`config.mk`:
```
export PLATFORM = sky130hd
export DESIGN_NAME = div_ctrl_flat
export DESIGN_NICKNAME = d
export VERILOG_FILES = /design/src/rtl/div_ctrl_if.sv /design/src/rtl/div_ctrl.sv /design/src/flat_wrapper.sv
export SDC_FILE = /design/constraint.sdc
export NUM_CORES = 1
export LEC_CHECK = 0
export BUFFER_PORTS_ARGS = -buffer_cell sky130_fd_sc_hd__buf_4
export CORE_MARGIN = 2
export CORE_UTILIZATION = 55
export CTS_CLUSTER_DIAMETER = 50
export DETAILED_ROUTE_END_ITERATION = 8
export PLACE_DENSITY = 0.81
export SLEW_MARGIN = 5
export SYNTH_ARGS = -nofsm -noshare
export SYNTH_HDL_FRONTEND = slang
export SYNTH_SLANG_ARGS = --single-unit
```
`constraint.sdc`:
```
create_clock -name clk_i -period 3.4 [get_ports clk_i]
set_clock_uncertainty 0.05 [all_clocks]
set_input_delay 0.51 -clock clk_i [delete_from_list [all_inputs] [get_ports clk_i]]
set_output_delay 0.51 -clock clk_i [all_outputs]
set_load 0.01 [all_outputs]
```
`src/rtl/div_ctrl_if.sv`:
```
// ============================================================================
//  Module      : div_ctrl_if
//  Description : Operand/result handshake between the EX divide controller
//                and the unsigned divider.
//  Revision    : 1.0  initial release
// ============================================================================
`default_nettype none

interface div_ctrl_if #(
  parameter int XLEN = 32
);
  logic [XLEN-1:0] div_a;
  logic [XLEN-1:0] div_b;
  logic            div_is_q;
  logic            div_req;
  logic [XLEN-1:0] div_result;
  logic            div_ready;

  modport master (
    output div_a, div_b, div_is_q, div_req,
    input  div_result, div_ready
  );

  modport slave (
    input  div_a, div_b, div_is_q, div_req,
    output div_result, div_ready
  );
endinterface

`default_nettype wire

```
`src/rtl/div_ctrl.sv`:
```
// ============================================================================
//  Module      : div_ctrl
//  Description : RV32M DIV/DIVU/REM/REMU requester; stalls EX, feeds operand
//                magnitudes to an unsigned divider and sign-fixes its result.
//  Revision    : 1.0  initial release
// ============================================================================
`default_nettype none

module div_ctrl #(
  parameter int XLEN = 32
) (
  input  wire logic            clk_i,
  input  wire logic            rst_i,
  input  wire logic            valid_i,
  input  wire logic [2:0]      funct3_i,
  input  wire logic [XLEN-1:0] rs1_i,
  input  wire logic [XLEN-1:0] rs2_i,
  input  wire logic            flush_i,
  output logic                 stall_o,
  output logic [XLEN-1:0]      result_o,
  output logic                 result_valid_o,
  div_ctrl_if.master           div_if
);

  typedef enum logic [1:0] {
    S_IDLE = 2'd0,
    S_BUSY = 2'd1,
    S_FIX  = 2'd2,
    S_DONE = 2'd3
  } state_t;

  state_t          r_state;
  state_t          w_state_nxt;
  logic            w_go;
  logic            w_sgn;
  logic            w_rem;
  logic            w_neg_a;
  logic            w_neg_b;
  logic            w_stall;
  logic            w_req;
  logic            w_res_vld;
  logic [XLEN-1:0] w_fixed;
  logic [XLEN-1:0] r_div_a;
  logic [XLEN-1:0] r_div_b;
  logic [XLEN-1:0] r_raw;
  logic [XLEN-1:0] r_result;
  logic            r_is_q;
  logic            r_sa;
  logic            r_sb;
  logic            r_bz;

  assign w_go    = valid_i & funct3_i[2] & ~flush_i;
  assign w_sgn   = ~funct3_i[0];
  assign w_rem   = funct3_i[1];
  assign w_neg_a = w_sgn & rs1_i[XLEN-1];
  assign w_neg_b = w_sgn & rs2_i[XLEN-1];

  always_comb begin
    w_state_nxt = r_state;
    w_stall     = 1'b0;
    w_req       = 1'b0;
    w_res_vld   = 1'b0;
    case (r_state)
      S_IDLE: begin
        w_stall = w_go;
        if (w_go) w_state_nxt = S_BUSY;
      end
      S_BUSY: begin
        w_stall = 1'b1;
        // Drop req in the ready cycle so the divider does not restart.
        w_req   = ~div_if.div_ready;
        if (flush_i)               w_state_nxt = S_IDLE;
        else if (div_if.div_ready) w_state_nxt = S_FIX;
      end
      S_FIX: begin
        w_stall     = 1'b1;
        w_state_nxt = flush_i ? S_IDLE : S_DONE;
      end
      S_DONE: begin
        w_res_vld   = ~flush_i;
        w_state_nxt = S_IDLE;
      end
      default: w_state_nxt = S_IDLE;
    endcase
    if (rst_i) begin
      w_stall   = 1'b0;
      w_req     = 1'b0;
      w_res_vld = 1'b0;
    end
  end

  // Divide by zero: quotient passes the all-ones raw value, remainder is rs1.
  always_comb begin
    if (r_is_q)    w_fixed = ((r_sa ^ r_sb) & ~r_bz) ? -r_raw : r_raw;
    else if (r_bz) w_fixed = r_sa ? -r_div_a : r_div_a;
    else           w_fixed = r_sa ? -r_raw : r_raw;
  end

  always_ff @(posedge clk_i) begin
    if (rst_i) begin
      r_state  <= S_IDLE;
      r_div_a  <= '0;
      r_div_b  <= '0;
      r_raw    <= '0;
      r_result <= '0;
      r_is_q   <= 1'b0;
      r_sa     <= 1'b0;
      r_sb     <= 1'b0;
      r_bz     <= 1'b0;
    end else begin
      r_state <= w_state_nxt;
      if (r_state == S_IDLE && w_go) begin
        r_div_a <= w_neg_a ? -rs1_i : rs1_i;
        r_div_b <= w_neg_b ? -rs2_i : rs2_i;
        r_is_q  <= ~w_rem;
        r_sa    <= w_neg_a;
        r_sb    <= w_neg_b;
        r_bz    <= (rs2_i == '0);
      end
      if (r_state == S_BUSY && div_if.div_ready && !flush_i) r_raw <= div_if.div_result;
      if (r_state == S_FIX && !flush_i) r_result <= w_fixed;
    end
  end

  assign stall_o         = w_stall;
  assign result_valid_o  = w_res_vld;
  assign result_o        = r_result;
  assign div_if.div_a    = r_div_a;
  assign div_if.div_b    = r_div_b;
  assign div_if.div_is_q = r_is_q;
  assign div_if.div_req  = w_req;

  // The pipeline must hold valid_i for the whole operation unless it flushes.
  a_valid_held: assert property (@(posedge clk_i) disable iff (rst_i)
    ((r_state == S_BUSY || r_state == S_FIX) && !flush_i) |-> valid_i);

endmodule

`default_nettype wire
```
`src/flat_wrapper.sv`:
```
// flat-port wrapper written by rule: the top's interface ports become plain ports
module div_ctrl_flat 
#(
  parameter int XLEN = 32
)
  (clk_i, rst_i, valid_i, funct3_i, rs1_i, rs2_i, flush_i, stall_o, result_o, result_valid_o, div_if_div_a, div_if_div_b, div_if_div_is_q, div_if_div_req, div_if_div_result, div_if_div_ready);
  div_ctrl_if #(.XLEN(XLEN)) div_if_i ();
  input  wire logic clk_i;
  input  wire logic rst_i;
  input  wire logic valid_i;
  input  wire logic [2:0] funct3_i;
  input  wire logic [XLEN-1:0] rs1_i;
  input  wire logic [XLEN-1:0] rs2_i;
  input  wire logic flush_i;
  output logic stall_o;
  output logic [XLEN-1:0] result_o;
  output logic result_valid_o;
  output wire logic [$bits(div_if_i.div_a)-1:0] div_if_div_a;
  output wire logic [$bits(div_if_i.div_b)-1:0] div_if_div_b;
  output wire logic [$bits(div_if_i.div_is_q)-1:0] div_if_div_is_q;
  output wire logic [$bits(div_if_i.div_req)-1:0] div_if_div_req;
  input wire logic [$bits(div_if_i.div_result)-1:0] div_if_div_result;
  input wire logic [$bits(div_if_i.div_ready)-1:0] div_if_div_ready;
  assign div_if_div_a = div_if_i.div_a;
  assign div_if_div_b = div_if_i.div_b;
  assign div_if_div_is_q = div_if_i.div_is_q;
  assign div_if_div_req = div_if_i.div_req;
  assign div_if_i.div_result = div_if_div_result;
  assign div_if_i.div_ready = div_if_div_ready;
  div_ctrl #(.XLEN(XLEN)) u_core (.clk_i(clk_i), .rst_i(rst_i), .valid_i(valid_i), .funct3_i(funct3_i), .rs1_i(rs1_i), .rs2_i(rs2_i), .flush_i(flush_i), .stall_o(stall_o), .result_o(result_o), .result_valid_o(result_valid_o), .div_if(div_if_i));
endmodule
```
==> impl_metrics.csv <==
group,metric,value,unit
clocking,htree_num_levels,4,
min_path,hold_path.class,"in -> reg",
floorplan,std_cell_rows,46,
pwr,power.leakage,4.15,nW
clocking,cts_made_buffers,17,
pwr,irDropWorstVdd,347,uV
floorplan,die_h,130,microns
floorplan,ios,204,
detailed_routing,mean_number_of_vias_per_cell,6.01,
pwr,p_clk_share,41.4,%
clocking,clk-insertion-delay-late,0.43,ns
pwr,total_switching_power,0.00134,W
detailed_routing,detail_route.first_pass.iterations,5,
floorplan,placeableCoreArea,0.0157,sq mm
pwr,proportion_of_power_drawn_by_combinational_gates,20.2,%
critical_path,worstSetupPathType,"reg -> reg",
clocking,cts_tree,"done",
grt,number_of_global_route_vias_before_repair,8034,
clocking,max-clock-path-buffers,2,
grt,grt_max_degree,122,
critical_path,cp.arrival,3.06,ns
clocking,holdBufCountCts,0,
layout,syn_to_final_growth,24.5,%
timing,layout_worst_path_cycle_share,80.4,%
placement,placed_cell_area,0.0103,sq mm
timing,unrepaired_setup_endpoints_after_global_routing,"false",
critical_path,rr_startpoint,"u_core.div_if.div_a[10]$_SDFFE_PP0N_",
placement,gp_congestion,0.926,
critical_path,crit_fanout,8,
grt,globalRoute.totalOverflow,0,
logic_synthesis,synth_ff_type,"sky130_fd_sc_hd__dfxtp_1",
pwr,seq_power_share,38.4,%
critical_path,crit_path_max_incr_delay,0.66,ns
grt,grt_first_pass_wirelength,41.9,mm
clocking,cts.repair.resized,0,
logic_synthesis,synth-seq-area-share,30.8,%
critical_path,worst_setup_path_end_kind,"flip-flop",
detailed_routing,drt-wirelength-per-cell,17.6,microns
timing,slew_viol_final,0,
timing,remaining_max_slew_budget_at_the_tightest_pin,44.9,%
floorplan,die_width,130,microns
detailed_routing,detail_route.drc_violations,0,
detailed_routing,vias,9142,
critical_path,reg2reg_setup_slack,0.67,ns
timing,worst_slew_pin_slew,0.825,ns
clocking,clk_transition_reported_paths,0.06,ns
timing,setup-violations-final,0,
critical_path,crit_start,"u_core.div_if.div_a[10]$_SDFFE_PP0N_",
logic_synthesis,yosys_warnings,0,
detailed_routing,totalWireLength,26.8,mm
critical_path,timing.critical_path.from_type,"flip-flop",
floorplan,die-area,0.0169,sq mm
pwr,power.internal,0.00315,W
timing,hold_viol_final,0,
clocking,cts.sinks,134,
detailed_routing,drt.antenna.violating_nets,0,
layout,final_net_count,1407,
layout,drive_gt1_share,21.5,%
logic_synthesis,syn_avg_cell_area,7.64,sq um
run,cap_viol_max_count,0,
pwr,power_density,414,mW/mm^2
pwr,switching_share,29.8,%
critical_path,cp.required,3.72,ns
grt,antenna_found_initial,0,
min_path,hold-path-cell-count,2,
min_path,worst_hold_startpoint,"funct3_i[1]",
critical_path,worstRegToRegCells,5,
placement,io_buffer_count,203,
placement,hpwl,19.5,mm
critical_path,rr_endpoint,"u_core.result_o[18]$_SDFFE_PP0P_",
status,result_of_the_run,"completed",
logic_synthesis,syn-cell-area,0.00871,sq mm
critical_path,timing.critical_path.max_delay_family,"simple AND/OR/NAND/NOR gates",
layout,diodes,0,
logic_synthesis,post_synth_inst_count,1140,
logic_synthesis,synth_edf_count,0,
min_path,hold_end,"u_core.div_if.div_is_q$_SDFFE_PP0N_",
critical_path,cpMaxStageDelayCell,"sky130_fd_sc_hd__a2111oi_0",
clocking,cts_root_buffer,"sky130_fd_sc_hd__clkbuf_16",
logic_synthesis,ys_seq_elements,134,
detailed_routing,drt_first_iter_violations,1056,
timing,fin_tns_setup,0,ns
timing,finalWorstPathRequiredPeriod,2.73,ns
floorplan,start_util,55.6,%
critical_path,critical_path.n_buffers_inverters,0,
grt,grt_use_total,31.3,%
logic_synthesis,total_nets_after_synthesis,1254,
layout,fillerInstances,1393,
layout,finish.instance_area,0.0108,sq mm
logic_synthesis,yosys.cell_types.count,80,
logic_synthesis,asyncSetResetFlopFracSynth,0,%
critical_path,timing.critical_path.cells,"nor4_1, nand4_1, and4_1, a2111oi_0, and3_1",
clocking,postCtsSetupBuffers,0,
timing,max_clock_freq,366,MHz
final cells by class:
| type | count | area [sq um] | share of cell area [%] |
|---|---|---|---|
| Multi-Input combinational cell | 901 | 5540 | 51.1 |
| Sequential cell | 134 | 2680 | 24.7 |
| Timing Repair Buffer | 225 | 1700 | 15.7 |
| Clock buffer | 21 | 470 | 4.34 |
| Tap cell | 216 | 270 | 2.49 |
| Clock inverter | 11 | 124 | 1.14 |
| Inverter | 14 | 52.6 | 0.485 |
per-stage QoR:
stage                     utilization [%]  power, W  hold slack (ns)  setup slack (ns)  cells
after global routing                 69.3   0.00467            0.235             0.449   1522
after detailed placement             65.5   0.00264            0.393             0.783   1490
final                                69.3   0.00449            0.223             0.667   1522
after CTS                            69.3   0.00450            0.217             0.749   1522
after global placement               65.5   0.00263            0.389             0.788   1490
after floorplan                         -   0.00231            0.420              1.01   1140
layout by cell type, fill, tap and decap left out, types with 35 or more instances in the layout:
| cell | Yosys | layout |
|---|---|---|
| sky130_fd_sc_hd__xor2_1 | 54 | 54 |
| sky130_fd_sc_hd__buf_4 | 1 | 224 |
| sky130_fd_sc_hd__nand2_1 | 130 | 130 |
| sky130_fd_sc_hd__o21ai_0 | 42 | 42 |
| sky130_fd_sc_hd__nor2_1 | 150 | 149 |
| sky130_fd_sc_hd__o31ai_1 | 35 | 35 |
| sky130_fd_sc_hd__xnor2_1 | 54 | 54 |
| sky130_fd_sc_hd__dfxtp_1 | 134 | 133 |
| sky130_fd_sc_hd__a21oi_1 | 79 | 79 |
| sky130_fd_sc_hd__a211oi_1 | 61 | 61 |
sequential cells by signal (all words and copies together) (netlist names):
| signal | cells |
|---|---|
| u_core.div_if.div_a | 32 |
| u_core.div_if.div_b | 32 |
| u_core.r_raw | 32 |
| u_core.result_o | 32 |
| u_core.r_state | 2 |
| u_core.div_if.div_is_q | 1 |
| u_core.r_bz | 1 |
| u_core.r_sa | 1 |
| u_core.r_sb | 1 |
how the worst max path moves through the flow:
stage                                                  end  slack [ns]  cells after the start
after floorplan           u_core.result_o[29]$_SDFFE_PP0P_        1.01                      7
after global placement    u_core.result_o[30]$_SDFFE_PP0P_        0.79                      6
after detailed placement  u_core.result_o[30]$_SDFFE_PP0P_        0.78                      6
after CTS                 u_core.result_o[30]$_SDFFE_PP0P_        0.75                      6
after global routing      u_core.result_o[18]$_SDFFE_PP0P_        0.45                      5
final                     u_core.result_o[18]$_SDFFE_PP0P_        0.67                      5
cell families after synthesis:
| logic type | synth area share (%) |
|---|---|
| buf+inv | 5.65 |
| flops | 30.8 |
| compound gates | 24.6 |
| fa+ha+maj | 1.44 |
| mux | 0.488 |
| xor+xnor | 10.9 |
| simple gates | 26.2 |
synth_stat cells, types with 11 or more instances:
cell type / count / area, sq um
sky130_fd_sc_hd__a211oi_1: 61 / 458
sky130_fd_sc_hd__a21oi_1: 79 / 395
sky130_fd_sc_hd__a31oi_1: 11 / 68.8
sky130_fd_sc_hd__clkbuf_1: 73 / 274
sky130_fd_sc_hd__dfxtp_1: 134 / 2680
sky130_fd_sc_hd__inv_1: 14 / 52.6
sky130_fd_sc_hd__nand2_1: 130 / 488
sky130_fd_sc_hd__nand2b_1: 13 / 81.3
sky130_fd_sc_hd__nand3_1: 14 / 70.1
sky130_fd_sc_hd__nor2_1: 150 / 563
sky130_fd_sc_hd__nor3_1: 28 / 140
sky130_fd_sc_hd__nor4_1: 28 / 175
sky130_fd_sc_hd__o21ai_0: 42 / 210
sky130_fd_sc_hd__o31ai_1: 35 / 263
sky130_fd_sc_hd__o41ai_1: 19 / 166
sky130_fd_sc_hd__or3_1: 20 / 125
sky130_fd_sc_hd__or4_1: 11 / 82.6
sky130_fd_sc_hd__xnor2_1: 54 / 473
sky130_fd_sc_hd__xor2_1: 54 / 473
power by group through the flow:
| stage | logic (W) | clock network [W] | registers (W) |
|---|---|---|---|
| after floorplan | 0.000567 | 0 | 0.00174 |
| after global placement | 0.000877 | 0 | 0.00175 |
| after detailed placement | 0.000891 | 0 | 0.00175 |
| after CTS | 0.000898 | 0.00188 | 0.00172 |
| after global routing | 0.000992 | 0.00194 | 0.00173 |
| final | 0.000906 | 0.00186 | 0.00172 |
metal layers:
layer	routed length (microns)	vias up	global-route usage, %	share of wire [%]
li1	-	4465	-	-
met1	11700	4253	43.0	44
met2	12400	378	48.7	46
met3	2190	46	7.09	8.1
met4	599	0	10.7	2.2
met5	0	-	0	0
No activity file was read; power rests on OpenSTA's default activity.
